### src/rtl/product_accumulator.sv
// product_accumulator: clocked stage after the combinational multiplier.
// Sums TERMS consecutive products per frame behind a valid/ready input and
// holds each result until the consumer accepts it.
// Optional feature: define MAC_SATURATE_EN to clamp the sum at all-ones on
// overflow instead of wrapping modulo 2^ACC_W.
module product_accumulator #(
    parameter int unsigned N     = 4,
    parameter int unsigned TERMS = 8,
    parameter int unsigned ACC_W = 11
) (
    input  logic               clk,
    input  logic               rst_n,
    input  logic [2*N-1:0]     p_in,
    input  logic               p_valid,
    output logic               p_ready,
    input  logic               clr,
    output logic [ACC_W-1:0]   acc_out,
    output logic               acc_valid,
    input  logic               acc_ready,
    output logic               ovf,
    output logic               busy
);

    localparam int unsigned CntW = $clog2(TERMS + 1);
    localparam logic [CntW-1:0] LastCnt = CntW'(TERMS - 1);
    localparam logic SingleTerm = (TERMS == 1);

    typedef enum logic [1:0] {
        StIdle,
        StAccum,
        StDone
    } state_e;

    state_e           state;
    logic [CntW-1:0]  cnt;

    logic             accept;
    logic             last;
    logic             carry;
    logic             ovf_next;
    logic [ACC_W-1:0] base;
    logic [ACC_W:0]   sum;
    logic [ACC_W-1:0] acc_next;

    // Input handshake: only IDLE/ACCUM take products, and clr blocks intake.
    always_comb begin
        p_ready = ((state == StIdle) || (state == StAccum)) && !clr;
        accept  = p_valid && p_ready;
    end

    // Adder with one extra bit; the first product of a frame adds onto zero.
    always_comb begin
        base  = (state == StIdle) ? '0 : acc_out;
        sum   = {1'b0, base} + (ACC_W + 1)'(p_in);
        carry = sum[ACC_W];
`ifdef MAC_SATURATE_EN
        // Once clamped, later adds carry again (or add zero) and stay at all-ones.
        acc_next = carry ? '1 : sum[ACC_W-1:0];
`else
        acc_next = sum[ACC_W-1:0];
`endif
        // Sticky flag restarts at the first product of each frame.
        ovf_next = ((state == StIdle) ? 1'b0 : ovf) | carry;
        last     = (state == StIdle) ? SingleTerm : (cnt == LastCnt);
    end

    // Frame FSM with registered result, valid, overflow and busy outputs.
    always_ff @(posedge clk or negedge rst_n) begin
        if (!rst_n) begin
            state     <= StIdle;
            acc_out   <= '0;
            cnt       <= '0;
            acc_valid <= 1'b0;
            ovf       <= 1'b0;
            busy      <= 1'b0;
        end else if (clr) begin
            // Abort wins over every handshake, including a pending result.
            state     <= StIdle;
            acc_out   <= '0;
            cnt       <= '0;
            acc_valid <= 1'b0;
            ovf       <= 1'b0;
            busy      <= 1'b0;
        end else begin
            case (state)
                StIdle: begin
                    if (accept) begin
                        acc_out <= acc_next;
                        cnt     <= CntW'(1);
                        ovf     <= ovf_next;
                        busy    <= 1'b1;
                        if (last) begin
                            state     <= StDone;
                            acc_valid <= 1'b1;
                        end else begin
                            state <= StAccum;
                        end
                    end
                end
                StAccum: begin
                    if (accept) begin
                        acc_out <= acc_next;
                        cnt     <= cnt + CntW'(1);
                        ovf     <= ovf_next;
                        if (last) begin
                            state     <= StDone;
                            acc_valid <= 1'b1;
                        end
                    end
                end
                StDone: begin
                    // Result and ovf hold until the consumer takes them.
                    if (acc_ready) begin
                        state     <= StIdle;
                        acc_valid <= 1'b0;
                        busy      <= 1'b0;
                    end
                end
                default: begin
                    state     <= StIdle;
                    acc_valid <= 1'b0;
                    busy      <= 1'b0;
                end
            endcase
        end
    end

endmodule
### config.mk
export PLATFORM = sky130hd
export DESIGN_NAME = product_accumulator
export DESIGN_NICKNAME = d
export VERILOG_FILES = /design/src/rtl/product_accumulator.sv
export SDC_FILE = /design/constraint.sdc
export NUM_CORES = 1
export LEC_CHECK = 0
export BUFFER_PORTS_ARGS = -buffer_cell sky130_fd_sc_hd__buf_2
export CORE_UTILIZATION = 33
export CTS_BUF_LIST = sky130_fd_sc_hd__clkbuf_8
export CTS_CLUSTER_DIAMETER = 200
export DETAILED_ROUTE_END_ITERATION = 10
export SETUP_SLACK_MARGIN = 0.3
export SLEW_MARGIN = 20
export SYNTH_ARGS = -nofsm -noshare
export SYNTH_HDL_FRONTEND = slang
export SYNTH_SLANG_ARGS = --single-unit
### constraint.sdc
create_clock -name clk -period 6.25 [get_ports clk]
set_input_delay 1.25 -clock clk [delete_from_list [all_inputs] [get_ports clk]]
set_output_delay 1.25 -clock clk [all_outputs]
set_load 0.01 [all_outputs]
After elaboration in Yosys (flattened, before gate mapping)

Cells that the tools add are included.

Register bits: 20
Logic and storage cells: 61
Bits of input ports: 13

Reduce and logical (&&, ||, !) cells: 14
$add $sub $neg: 2
Multiplexer cells: 28
Bitwise logic cells: 1
Equal/unequal tests: 10

Operators by type and width:

| cell                                                   | number |
|---|---|
| two-way mux 11 bit                                     | 4 |
| adder 11 x 8 -> 12 bit                                 | 1 |
| two-way mux 2 bit                                      | 6 |
| two-way mux 4 bit                                      | 3 |
| inequality test 3 bit (second input constant)          | 4 |
| two-way mux 1 bit                                      | 11 |
| AND reduction 3 bit                                    | 3 |
| one-hot mux 4 bit (2 select lines)                     | 1 |
| inequality test 3 x 1 -> 1 bit (second input constant) | 2 |
| one-hot mux 2 bit (3 select lines)                     | 1 |
| adder 4 x 1 -> 4 bit (second input constant)           | 1 |
| == test 4 x 3 -> 1 bit (second input constant)         | 1 |
| AND reduction 4 bit                                    | 1 |
| nonzero test 2 bit                                     | 2 |
| one-hot mux 1 bit (3 select lines)                     | 1 |
| nonzero test 3 bit                                     | 1 |
| == test 2 x 1 -> 1 bit (second input constant)         | 1 |
| == test 2 bit (second input constant)                  | 1 |
| logical AND 1 bit                                      | 2 |
| zero test 2 bit                                        | 1 |
| inequality test 2 bit (second input constant)          | 1 |
| one-hot mux 1 bit (2 select lines)                     | 1 |
| AND reduction 2 bit                                    | 1 |
| OR reduction 2 bit                                     | 1 |
| 3 further kinds                                        | 3 |

Depth between registers and ports, before layout

Depth after elaboration: 7
Gate-level depth with buffers: 10

Worst setup path before layout

No wires, ideal clock.

Path type: input to register
Start point: input port p_in[0]
End point: register acc_out[8]
Path slack: 3474 ps
Cell stages on the path: 6
Arrival: 2655 ps
Data required time: 6129 ps
Path through: ha_1 fa_1 a21o_1 a311oi_1 o21ai_0 a22o_1

Cells in the longest elaborated chain, start to end: 4

RTL lines:

| element                | line    | source |
|---|---|---|
| from (decl)            | 13      | `input logic [2*N-1:0] p_in,` |
| adder 11 x 8 -> 12 bit | 54      | `sum = {1'b0, base} + (ACC_W + 1)'(p_in);` |
| two-way mux 11 bit     | 87, 101 |  |
| two-way mux 11 bit     | -       |  |
| two-way mux 11 bit     | 76      | `end else if (clr) begin` |
| to (signal assigned)   | 88      | `acc_out <= acc_next;` |
| to (signal assigned)   | 102     | `acc_out <= acc_next;` |
| to (decl)              | 17      | `output logic [ACC_W-1:0] acc_out,` |

Every way passes these cells. The select of a mux whose other input is x is not followed.
A chain may end at the register's enable or synchronous reset.

Worst setup path in the final report

Start point: input port clr
End point: output port p_ready

Cells in the longest elaborated chain, start to end: 2

RTL lines:

| element           | line | source |
|---|---|---|
| from (decl)       | 16   | `input logic clr,` |
| zero test 1 bit   | 47   | `p_ready = ((state == StIdle) \|\| (state == StAccum)) && !clr;` |
| logical AND 1 bit | 47   |  |
| to (decl)         | 15   | `output logic p_ready,` |

Every way passes these cells.

==> impl_summary.md <==
Outcome
The run finished with clean final reports.

Run
The count of max-cap constraint violations is 0.

GRT
The remaining global-route overflow is 0. In the global route stage, overall resource usage came out at 17.5%. Entering global routing, the biggest net connects 21 pins. The first global-routing pass estimated 5790 µm of wire. The via count of the first global-routing pass is 1206.

The number of antenna violations at the first check in global routing is 0.

Logic synthesis
The synthesized netlist devotes 24.1% of its cell area to simple gates. The most area-hungry cell type in the Yosys netlist is sky130_fd_sc_hd__dfrtp_1. In the post-synthesis netlist, the biggest area contributors are sky130_fd_sc_hd__dfrtp_1 (38%), sky130_fd_sc_hd__ha_1 (8.5%), sky130_fd_sc_hd__a21oi_1 (6.0%).

The net count after synthesis is 175. The largest family of logic cells by synthesized area is simple AND/OR/NAND/NOR gates. The synthesized-area fraction occupied by adder cells is 9.98%. The mux cell area share after synthesis is 0%. The synthesized netlist contains 37 unique library cells. The number of standard cells after synthesis is 152. After synthesis the cells add up to 1330 µm². The number of warnings reported in the yosys synthesis log is 0.

For this run, the leading register cell type out of synthesis is sky130_fd_sc_hd__dfrtp_1. The synthesized design contains 20 register bits. Of the post-synthesis cell area, the dominant cell type holds 37.7%.

Summing the areas of all xor and xnor instances in the mapped netlist gives 2.64% of the synthesized area. For this run, asynchronously set or reset flops after synthesis account for 100%. Summing the areas of all compound-gate instances in the mapped netlist gives 23.1% of the synthesized area.

The synthesized design contains 0 enable-type register cells. The share of the yosys chip area belonging to registers is 37.7%. The average instance in the mapped netlist occupies 8.74 µm².

Final layout
The area growth from synthesis to layout is 18.1%. The number of nets in the final layout is 201. 0 antenna diodes ended up in the layout. For this run, the number of standard cells in the final layout without fillers is 225. The area of all placed cells without fillers is 1570 µm².

The ratio of cells with drive above 1 in the final layout is 20.3%. The utilization after layout is 41.6%.

Clock network
The clock drives 20 sinks. Clock latency on the worst-skew pair, taken at its later pin, is 0.26 ns. TritonCTS built the clock tree.

In this run, post-CTS hold repair placed 0 buffers. The maximum root-to-sink buffer count is 2. In this run, post-CTS repair resized a total of 0 instances. The CTS buffer count is 3. The root buffer cell is sky130_fd_sc_hd__clkbuf_8. The clock-pin slew of the registers on the worst-case setup and hold paths is 0.08 ns. In this run the post-CTS setup repair buffer count came out at 0.

The number of H-tree levels is 1.

Detailed routing
The violation count after the first detailed-routing iteration is 80. The via density per instance is 5.52. After detailed routing, the total wire length is 3290 µm. The count of nets left with antenna violations once routing finished came out at 0. The detailed-router iteration count before antenna repair is 4. The detail-routed net length per standard cell is 14.6 µm. For this block, the via count after detailed routing is 1241. The number of DRC violations after detailed routing is 0.

Pwr
The power density relative to cell area is 212 nW/µm². For this design the static power due to leakage is 0.793 nW. IR analysis of the VDD net gives a maximum drop of 149 µV. The overall power of the completed layout is 0.332 mW.

Setup path
Measured in cells, the most critical reg-to-reg path has a length of 9. The worst setup slack for register-to-register paths is 3.38 ns. The critical path starts at clr. STA puts the critical path data required time at 5.00 ns. The category of the worst setup path launch point is an input port. The critical path is of the in2out type. The endpoint type of the worst setup path is a primary output. Following the worst setup path forward leads to its endpoint at p_ready.

The end of the worst register-to-register path is acc_out[8]. The start of the worst register-to-register path is state[0]. The top fanout value on the critical path is 14.

STA puts the critical path data arrival time at 1.81 ns.

Timing
The top achievable clock speed is 0.327 GHz. The final hold violation count is 0. The setup-violating endpoint count in the final report is 0. The fraction of the cycle the final worst path needs is 48.9%. Across all setup checks in the final design, the least slack found is 3.19 ns. On the final layout, the worst clock skew is 0.00621 ns. The worst-margin pin slew is 0.722 ns. The final hold slack is 0.524 ns.

Setup repair after global routing left no endpoint under its margin. The count of pins over their slew limit is 0. The tightest slew margin relative to the limit is 51.6%. After layout, the minimum clock period comes to 3.06 ns. The sum of negative setup slack is 0 ns.

Floorplan
The chip height is 65.5 µm. The die outline area is 4280 µm². The initial utilization of the core area, before any placement, comes to 35.2%. The region available for standard cell placement spans 3770 µm². Measured along the x axis, the die boundary spans 65.5 µm. During I/O placement, the number of pins put on the boundary was 28. The row count is 22.

Place
Including well taps, the total number of placed cells is 221. The HPWL after detailed placement is 2350 µm. The worst slack after detailed placement is 3.20 ns. The placed instances occupy a cell area of 1500 µm².

The quantity of I/O buffers inserted on ports is 27. The routability congestion estimate from global placement is 0.823.

Hold path
The min-delay analysis places its worst path in the category reg2reg.
synth_stat cells, types with 2 or more instances:
master	instances
sky130_fd_sc_hd__nand4_1	3
sky130_fd_sc_hd__ha_1	9
sky130_fd_sc_hd__a31oi_1	4
sky130_fd_sc_hd__xnor2_1	2
sky130_fd_sc_hd__or2_2	2
sky130_fd_sc_hd__a21o_1	4
sky130_fd_sc_hd__nand2_1	15
sky130_fd_sc_hd__clkbuf_1	5
sky130_fd_sc_hd__dfrtp_1	20
sky130_fd_sc_hd__o211a_1	2
sky130_fd_sc_hd__nor3_1	3
sky130_fd_sc_hd__nand3_1	12
sky130_fd_sc_hd__o21ai_0	9
sky130_fd_sc_hd__inv_1	2
sky130_fd_sc_hd__and2_1	9
sky130_fd_sc_hd__a211oi_1	2
sky130_fd_sc_hd__o22ai_1	2
sky130_fd_sc_hd__nor2b_1	3
sky130_fd_sc_hd__xor2_1	2
sky130_fd_sc_hd__nand2b_1	2
sky130_fd_sc_hd__nor2_1	9
sky130_fd_sc_hd__a21oi_1	16
kinds of logic (layout without fill, tap and decap cells):
family	after synthesis	in the layout
adder cells (fa/ha/maj)	10	10
buffers and inverters	8	33
XOR/XNOR	4	4
AO/OA/AOI/OAI	48	48
flip-flops	20	20
AND/OR/NAND/NOR	62	62
report_power, final:
group / leakage (nW) / internal, mW / switching (mW)
Combinational: 0.489 / 0.0229 / 0.0346
Clock: 0.0357 / 0.0856 / 0.0471
Sequential: 0.269 / 0.136 / 0.00631
cells in the final DEF (no fill, tap or decap), types with 2 or more instances in the layout:
cell type,count
sky130_fd_sc_hd__inv_1,2
sky130_fd_sc_hd__ha_1,9
sky130_fd_sc_hd__nand3_1,12
sky130_fd_sc_hd__xor2_1,2
sky130_fd_sc_hd__buf_2,27
sky130_fd_sc_hd__clkbuf_8,3
sky130_fd_sc_hd__nand2b_1,2
sky130_fd_sc_hd__and2_1,9
sky130_fd_sc_hd__a31oi_1,4
sky130_fd_sc_hd__or2_2,2
sky130_fd_sc_hd__nor2b_1,3
sky130_fd_sc_hd__o22ai_1,2
sky130_fd_sc_hd__o21ai_0,9
sky130_fd_sc_hd__xnor2_1,2
sky130_fd_sc_hd__nor2_1,9
sky130_fd_sc_hd__a21o_1,4
sky130_fd_sc_hd__a211oi_1,2
sky130_fd_sc_hd__nand4_1,3
sky130_fd_sc_hd__o211a_1,2
sky130_fd_sc_hd__dfrtp_1,20
sky130_fd_sc_hd__nand2_1,15
sky130_fd_sc_hd__a21oi_1,16
sky130_fd_sc_hd__nor3_1,3
cell type report:
type	instances	area, µm²
clock buffer	3	41.3
clock inverter	1	30.0
fill	373	2200
inverter	2	7.51
multi-input combinational	124	795
sequential	20	500
tap	48	60.1
timing repair buffer	27	135
registers in the layout, indices dropped and copies added (netlist names):
signal / count
acc_out: 11
state: 2
acc_valid: 1
busy: 1
ovf: 1
cnt: 4
how the worst min path moves through the flow:
stage               start          to  slack [ns]  cells after the start
2_1_floorplan      cnt[0]      cnt[0]        0.48                      1
3_3_place_gp   acc_out[0]  acc_out[0]        0.51                      2
3_5_place_dp   acc_out[1]  acc_out[1]        0.51                      2
4_1_cts            cnt[0]      cnt[0]        0.53                      1
5_1_grt         acc_valid   acc_valid        0.54                      2
6_report           cnt[0]      cnt[0]        0.52                      1
routing by layer:
layer	part of all wire (%)	wire length [µm]	track usage [%]
met3	3.7	120	4.17
met5	0	0	0
met2	48	1570	28.1
met4	0.49	16	4.35
met1	48	1570	23.5
critical path, cell delays in order:
cell,delay (ns)
sky130_fd_sc_hd__buf_2,0.19
sky130_fd_sc_hd__nor2_1,0.20
sky130_fd_sc_hd__buf_2,0.17
Note: power is estimated with default switching activity, not from simulation.
